**src/rtl/mld_7_4_pkg.sv**
```systemverilog
`default_nettype none
// ============================================================================
// Module      : mld_7_4_pkg
// Description : Shared constants and state encoding for the (7,3) cyclic-code
//               majority-logic decoder.
// Revision    : 1.0 - initial release
// ============================================================================
package mld_7_4_pkg;

    localparam int C_N = 7;
    localparam int C_K = 3;

    // Orthogonal check-sum taps; every check also includes buf[6].
    localparam int C_A1_I0 = 3;
    localparam int C_A1_I1 = 4;
    localparam int C_A2_I0 = 1;
    localparam int C_A2_I1 = 5;
    localparam int C_A3_I0 = 0;
    localparam int C_A3_I1 = 2;

    typedef enum logic [0:0] {
        ST_LOAD   = 1'b0,
        ST_DECODE = 1'b1
    } state_t;

endpackage : mld_7_4_pkg
`default_nettype wire

```
**src/rtl/mld_maj3.sv**
```systemverilog
`default_nettype none
// ============================================================================
// Module      : mld_maj3
// Description : Three-input majority vote (true when two or more inputs set).
// Revision    : 1.0 - initial release
// ============================================================================
module mld_maj3 (
    input  logic i_a,
    input  logic i_b,
    input  logic i_c,
    output logic o_maj
);

    assign o_maj = (i_a & i_b) | (i_a & i_c) | (i_b & i_c);

endmodule : mld_maj3
`default_nettype wire

```
**src/rtl/mld_7_4_decoder.sv**
```systemverilog
`default_nettype none
// ============================================================================
// Module      : mld_7_4_decoder
// Description : Serial one-step majority-logic decoder for the n=7 cyclic code
//               g(x)=1+x^2+x^3+x^4; loads 7 bits, then rotates and corrects.
//               Optional macro MLD_7_4_ERR_FLAG_EN adds port err_corrected.
// Revision    : 1.0 - initial release
// ============================================================================
module mld_7_4_decoder
    import mld_7_4_pkg::*;
#(
    parameter int N             = C_N,
    parameter int K             = C_K,
    parameter bit OUT_INFO_ONLY = 1'b1
) (
    input  logic clk,
    input  logic reset,
    input  logic in_valid,
    input  logic in_bit,
    output logic in_ready,
    output logic out_valid,
    output logic out_bit,
    output logic out_last
`ifdef MLD_7_4_ERR_FLAG_EN
    ,
    output logic err_corrected
`endif
);

    if ((N != 7) || (K != 3)) begin : g_param_check
        $error("mld_7_4_decoder: N must be 7 and K must be 3");
    end

    localparam logic [2:0] C_LAST_IN  = 3'(N - 1);
    localparam logic [2:0] C_LAST_OUT = OUT_INFO_ONLY ? 3'(K - 1) : 3'(N - 1);

    state_t     r_state;
    state_t     w_state_next;
    logic [6:0] r_buf;
    logic [2:0] r_cnt;
    logic       r_out_valid;
    logic       r_out_bit;
    logic       r_out_last;

    logic       w_accept;
    logic       w_cnt_last;
    logic       w_a1;
    logic       w_a2;
    logic       w_a3;
    logic       w_fix;
    logic       w_cbit;
    logic       w_emit;
    logic       w_emit_last;

    assign in_ready    = (r_state == ST_LOAD);
    assign w_accept    = in_valid & in_ready;
    assign w_cnt_last  = (r_cnt == C_LAST_IN);

    assign w_a1 = r_buf[6] ^ r_buf[C_A1_I0] ^ r_buf[C_A1_I1];
    assign w_a2 = r_buf[6] ^ r_buf[C_A2_I0] ^ r_buf[C_A2_I1];
    assign w_a3 = r_buf[6] ^ r_buf[C_A3_I0] ^ r_buf[C_A3_I1];

    mld_maj3 u_maj3 (
        .i_a   (w_a1),
        .i_b   (w_a2),
        .i_c   (w_a3),
        .o_maj (w_fix)
    );

    assign w_cbit      = r_buf[6] ^ w_fix;
    assign w_emit      = (r_cnt <= C_LAST_OUT);
    assign w_emit_last = (r_cnt == C_LAST_OUT);

    always_comb begin
        w_state_next = r_state;
        case (r_state)
            ST_LOAD:   if (w_accept && w_cnt_last) w_state_next = ST_DECODE;
            ST_DECODE: if (w_cnt_last)             w_state_next = ST_LOAD;
            default:                               w_state_next = ST_LOAD;
        endcase
    end

    always_ff @(posedge clk) begin
        if (reset) begin
            r_state     <= ST_LOAD;
            r_buf       <= '0;
            r_cnt       <= '0;
            r_out_valid <= 1'b0;
            r_out_bit   <= 1'b0;
            r_out_last  <= 1'b0;
        end else begin
            r_state     <= w_state_next;
            r_out_valid <= 1'b0;
            r_out_bit   <= 1'b0;
            r_out_last  <= 1'b0;
            case (r_state)
                ST_LOAD: begin
                    if (w_accept) begin
                        r_buf <= {r_buf[5:0], in_bit};
                        r_cnt <= w_cnt_last ? 3'd0 : r_cnt + 3'd1;
                    end
                end
                ST_DECODE: begin
                    // Rotate so each position passes through buf[6] once, corrected on the way.
                    r_buf <= {r_buf[5:0], w_cbit};
                    r_cnt <= w_cnt_last ? 3'd0 : r_cnt + 3'd1;
                    if (w_emit) begin
                        r_out_valid <= 1'b1;
                        r_out_bit   <= w_cbit;
                        r_out_last  <= w_emit_last;
                    end
                end
                default: begin
                    r_cnt <= '0;
                end
            endcase
        end
    end

    assign out_valid = r_out_valid;
    assign out_bit   = r_out_bit;
    assign out_last  = r_out_last;

`ifdef MLD_7_4_ERR_FLAG_EN
    logic r_err_sticky;
    logic r_err_corrected;

    // Flag reports corrections seen up to and including the last emitted beat.
    always_ff @(posedge clk) begin
        if (reset) begin
            r_err_sticky    <= 1'b0;
            r_err_corrected <= 1'b0;
        end else begin
            r_err_corrected <= 1'b0;
            if (r_state == ST_LOAD) begin
                if (w_accept && w_cnt_last) r_err_sticky <= 1'b0;
            end else begin
                r_err_sticky <= r_err_sticky | w_fix;
                if (w_emit && w_emit_last) r_err_corrected <= r_err_sticky | w_fix;
            end
        end
    end

    assign err_corrected = r_err_corrected;
`endif

endmodule : mld_7_4_decoder
`default_nettype wire

```
**config.mk**
```make
export PLATFORM = sky130hd
export DESIGN_NAME = mld_7_4_decoder
export DESIGN_NICKNAME = d
export VERILOG_FILES = /design/src/rtl/mld_7_4_pkg.sv /design/src/rtl/mld_maj3.sv /design/src/rtl/mld_7_4_decoder.sv
export SDC_FILE = /design/constraint.sdc
export NUM_CORES = 1
export LEC_CHECK = 0
export BUFFER_PORTS_ARGS = -buffer_cell sky130_fd_sc_hd__buf_2
export CELL_PAD_IN_SITES_DETAIL_PLACEMENT = 0
export CELL_PAD_IN_SITES_GLOBAL_PLACEMENT = 1
export CORE_MARGIN = 4
export CORE_UTILIZATION = 42
export DETAILED_ROUTE_END_ITERATION = 7
export GPL_ROUTABILITY_DRIVEN = 1
export PLACE_DENSITY = 0.76
export SLEW_MARGIN = 20
export SYNTH_ARGS = -nofsm -noshare
export SYNTH_HDL_FRONTEND = slang
export SYNTH_HIERARCHICAL = 1
export SYNTH_SLANG_ARGS = --single-unit
```
**constraint.sdc**
```tcl
create_clock -name clk -period 2.1 [get_ports clk]
set_clock_uncertainty 0.15 [all_clocks]
set_input_delay 0.42 -clock clk [delete_from_list [all_inputs] [get_ports clk]]
set_output_delay 0.42 -clock clk [all_outputs]
set_load 0.05 [all_outputs]
```
---- Word-level counts from Yosys, hierarchy flattened ----
Cells that the tools add are included.
storage, ports and cells
  bits in registers ....................... 14
  output and inout bits ................... 4
  RAM bits ................................ 0
  bits in latches ......................... 0
  ROM bits ................................ 0
  memories ................................ 0
cells by class
  equality and inequality tests ........... 3
  $mul .................................... 0
  $lt $le $gt $ge ......................... 1
  reductions and logical operators ........ 3
  div/mod/pow operators ................... 0
  bitwise gates (word level) .............. 15
  shifts and indexed selects .............. 0
  add/subtract/negate cells ............... 1
  multiplexer cells ....................... 9
operators with widths
  cell                 count
  $pmux 7 s2           1
  $mux 7               1
  $xor 1x1->1          7
  $mux 3               2
  $pmux 3 s2           1
  $and 1x1->1          4
  $add 3x1->3 const B  1
  $eq 3x2->1 const B   1
  $eq 3x3->1 const B   1
  $le 3x2->1 const B   1
  $mux 1               3
  $reduce_or 3->1      1
  $ne 2x1->1 const B   1
  $not 1->1            2
  $or 1x1->1           2
  $pmux 1 s2           1
  $reduce_or 2->1      1
  $logic_and 1x1->1    1

---- Longest topological paths before layout ----
  depth in word-level cells ............... 7
  gate-level depth with buffers ........... 5

---- Modules after synthesis ----
The synthesis kept the hierarchy.
modules (own cells, without submodules)
  module           cells each  instances  sequential area each (um2)  area each (um2)
  mld_7_4_decoder  68          1          280.3                       671.9
  mld_maj3         1           1          0.0                         11.3

---- Worst setup path before layout ----
No wires, ideal clock.
  path kind ............................... flip-flop to flip-flop
  from .................................... register r_buf[0]
  to ...................................... register r_out_bit (netlist: out_bit)
  path buffers ............................ 0
  period minus slack after synthesis ...... 1519 ps
  setup slack ............................. 581 ps
  stages on the path, launching flop included .. 6
  data arrival time ....................... 1266 ps
  data required time ...................... 1847 ps
  library setup time ...................... 103 ps
  path through ............................ dfxtp_1 xnor2_1 xnor2_1 maj3_2 xnor2_1 a2111oi_2
on the way
  longest elaborated chain between the ends .. 6
  elaborated cells on any way between the ends .. 7
  classes of those cells .................. 7 x bitwise
RTL lines
  item                        RTL line                text
  start, declared             mld_7_4_decoder.sv:39   logic [6:0] r_buf;
  start signal, assigned      mld_7_4_decoder.sv:99   r_buf <= {r_buf[5:0], in_bit};
  start signal, assigned      mld_7_4_decoder.sv:105  r_buf <= {r_buf[5:0], w_cbit};
  $xor 1x1->1 * (2 in a row)  mld_7_4_decoder.sv:61   assign w_a3 = r_buf[6] ^ r_buf[C_A3_I0] ^ r_buf[C_A3_I1];
  named net w_a3              mld_7_4_decoder.sv:49   logic w_a3;
  $and 1x1->1                 mld_maj3.sv:14          assign o_maj = (i_a & i_b) | (i_a & i_c) | (i_b & i_c);
  $or 1x1->1                  mld_maj3.sv:14
  $or 1x1->1 *                mld_maj3.sv:14
  named net w_fix             mld_7_4_decoder.sv:50   logic w_fix;
  $xor 1x1->1 *               mld_7_4_decoder.sv:70   assign w_cbit = r_buf[6] ^ w_fix;
  end signal, assigned        mld_7_4_decoder.sv:109  r_out_bit <= w_cbit;
  end, declared               mld_7_4_decoder.sv:42   logic r_out_bit;
Mark *: on every way through the listed nets, which the timed path passes. The rest lies on a longest branch.
A chain may end at the register's enable or synchronous reset.

---- Final worst setup path ----
  from .................................... register r_state
  to ...................................... output port in_ready
on the way
  longest elaborated chain between the ends .. 1
RTL lines
  item                        RTL line               text
  start, declared             mld_7_4_decoder.sv:37  state_t r_state;
  start signal, assigned      mld_7_4_decoder.sv:92  r_state <= w_state_next;
  $not 1->1 (no source line)  n/a
  end, declared               mld_7_4_decoder.sv:20  output logic in_ready,
Every way passes these cells.

==> flow_metrics.env <==
export IMPL_status="complete, no violations"
export IMPL_synth_area_um2=683.2
export IMPL_hpwl_um=715.7
export IMPL_max_freq_mhz=548.4
export IMPL_r2r_start="r_buf[0]"
export IMPL_r2r_cells=5
export IMPL_slew_headroom_pct=64.45
export IMPL_p_seq_share_pct=55.3
export IMPL_clock_path_buffers=2
export IMPL_postCtsResizedCells=0
export IMPL_rsz0062_at_grt="no"
export IMPL_clk_pin_slew_ps=90
export IMPL_drtPass1Iterations=4
export IMPL_post_synth_cell_area_avg_um2=9.901
export IMPL_p_comb_share_pct=6.1
export IMPL_h_tree_depth=1
export IMPL_antenna_cells=0
export IMPL_die_w_um=48.33
export IMPL_fin_nets=80
export IMPL_drive_gt1_share_pct=20.00
export IMPL_postRouteWirelength_mm=1.091
export IMPL_maxSlewViolCount=0
export IMPL_port_buffers=7
export IMPL_grt_use_total_pct=9.618
export IMPL_critPathMaxFanout=21
export IMPL_critPathLaunchType="flip-flop"
export IMPL_ys_seq_elements=14
export IMPL_dp_cells=87
export IMPL_vias=493
export IMPL_synth_warnings=6
export IMPL_netlist_top_cell_by_area="dfxtp_1"
export IMPL_cts_setup_buffers=0
export IMPL_worstPathRequired_ps=1530
export IMPL_start_util_pct=44.83
export IMPL_grt_pass1_wl_mm=1.794
export IMPL_power_switching_w=0.0001151
export IMPL_routedWlPerCell_um=11.99
export IMPL_critPathKind="reg2out"
export IMPL_drc=0
export IMPL_p_per_area_nw_per_um2=687.6
export IMPL_drtIter0Drc=8
export IMPL_synth_top_area_share_pct=41.03
export IMPL_period_share_pct=86.84
export IMPL_p_int_w=0.0003925
export IMPL_p_clk_share_pct=38.6
export IMPL_cts_tree="yes"
export IMPL_numCtsBuffers=3
export IMPL_gp_congestion=0.6935
export IMPL_syn_to_final_growth_pct=8.059
export IMPL_fp_row_count=14
export IMPL_grt_overflow_total=0
export IMPL_critPathArrivalTime_ps=1250
export IMPL_clock_sinks=14
export IMPL_yosysSeqAreaShare_pct=41.03
export IMPL_synth_area_leaders="dfxtp_1 (41%), or3b_1 (9.0%), xnor2_1 (9.0%)"
export IMPL_finalSetupViolations=0
export IMPL_holdPathStages=3
export IMPL_fin_cells=91
export IMPL_tightestPinTransition_ps=532.5
export IMPL_die_h_um=48.33
export IMPL_grt_max_degree=22
export IMPL_hold_viol_final=0
export IMPL_synth_nets=73
export IMPL_ios=8
export IMPL_synth_cell_types=28
export IMPL_ir_drop_mv=0.2866
export IMPL_hp_start="in_bit"
export IMPL_layout_min_cycle_time_ps=1824
export IMPL_root_buffer="clkbuf_4"
export IMPL_grt_pass1_vias=403
export IMPL_fin_tns_setup_ps=0
export IMPL_antenna_found_initial=0
export IMPL_syn_inst=69
export IMPL_cap_violations=0
export IMPL_dieArea_um2=2336
export IMPL_clk_latency_ps=280
export IMPL_ant_nets=0
export IMPL_p_sw_share_pct=22.67
export IMPL_core_area_um2=1524
export IMPL_hold_path_class="in2reg"
export IMPL_critPathCaptureType="output port"
export IMPL_startpoint="r_state"
export IMPL_p_leak_nw=0.2515
export IMPL_cts_hold_buf=0
export IMPL_vias_per_cell=5.418
==> cell usage in the layout (no fill, tap or decap), types with 3 or more instances in the layout <==
cell       n
dfxtp_1   14
xnor2_1    7
or3b_1     7
buf_2      7
o21ai_0    6
a21oi_1    6
clkbuf_4   3
==> per-layer routing <==
layer  share of wire, %  track usage [%]  routed length [um]
met1                 56            14.67                 608
met2                 38            11.30                 420
met3                4.2            3.067                  46
met4                1.5            5.530                  16
met5                  0                0                   0
==> synthesized netlist by cell type <==
cell type	count
dfxtp_1	14
or3b_1	7
xnor2_1	7
a21oi_1	6
o21ai_0	6
buf_2	2
buf_6	2
inv_1	2
mux2i_1	2
nand2b_1	2
or2_2	2
a2111oi_2	1
a211oi_1	1
a221oi_1	1
and2_1	1
clkbuf_1	1
maj3_2	1
nand3b_1	1
nor2_1	1
nor4b_1	1
o211ai_1	1
o22a_1	1
o22ai_1	1
o31ai_1	1
o32ai_1	1
or2_1	1
or2b_1	1
or4b_1	1
==> logic make-up after synthesis <==
group / after synthesis / synth area share [%]
AO/OA/AOI/OAI: 20 / 19.05
XOR/XNOR: 7 / 8.975
adder cells (fa/ha/maj): 1 / 1.648
buffers and inverters: 7 / 6.410
flip-flops: 14 / 41.03
multiplexers: 2 / 2.931
AND/OR/NAND/NOR: 18 / 19.96
==> critical path: stages (launching register included) <==
cell	delay, ps
dfxtp_1	670
inv_1	80
buf_2	220
==> final timing paths <==
kind	to	slack (ps)
worst max-delay path	in_ready	280
worst min register to register	r_buf[5]	360
worst min-delay path	r_buf[0]	280
worst max register to register	out_bit	460
==> metrics by stage <==
step	utilization [%]	hold WS [ps]	area (um^2)	worst slack [ps]	power, W
after global placement	46.06	342.1	701.9	477.0	0.0003177
after floorplan	-	323.7	683.2	580.6	0.0003097
final	48.44	282.9	738.2	276.4	0.0005076
after global routing	48.44	328.8	738.2	170.7	0.0005254
after detailed placement	46.06	345.6	701.9	453.5	0.0003176
after CTS	48.44	283.2	738.2	283.7	0.0005089
==> power groups by stage <==
stage               Sequential (W)  Combinational [W]  Clock (W)
detailed placement        0.000287          0.0000310          0
global route              0.000282          0.0000341   0.000209
floorplan                 0.000284          0.0000254          0
finish                    0.000281          0.0000310   0.000196
global placement          0.000287          0.0000309          0
CTS                       0.000280          0.0000311   0.000197
==> registers in the layout, indices dropped and copies added, names as in the netlist <==
| signal | flops |
|---|---|
| r_buf | 7 |
| r_cnt | 3 |
| out_bit | 1 |
| out_last | 1 |
| out_valid | 1 |
| r_state | 1 |
==> cell type report <==
type | count | area [um^2]
Clock buffer | 4 | 36.28
Fill cell | 136 | 785.8
Inverter | 2 | 7.507
Tap cell | 16 | 20.02
Sequential cell | 14 | 280.3
Timing Repair Buffer | 7 | 35.03
Multi-Input combinational cell | 48 | 359.1
(Power assumes the default switching activity.)
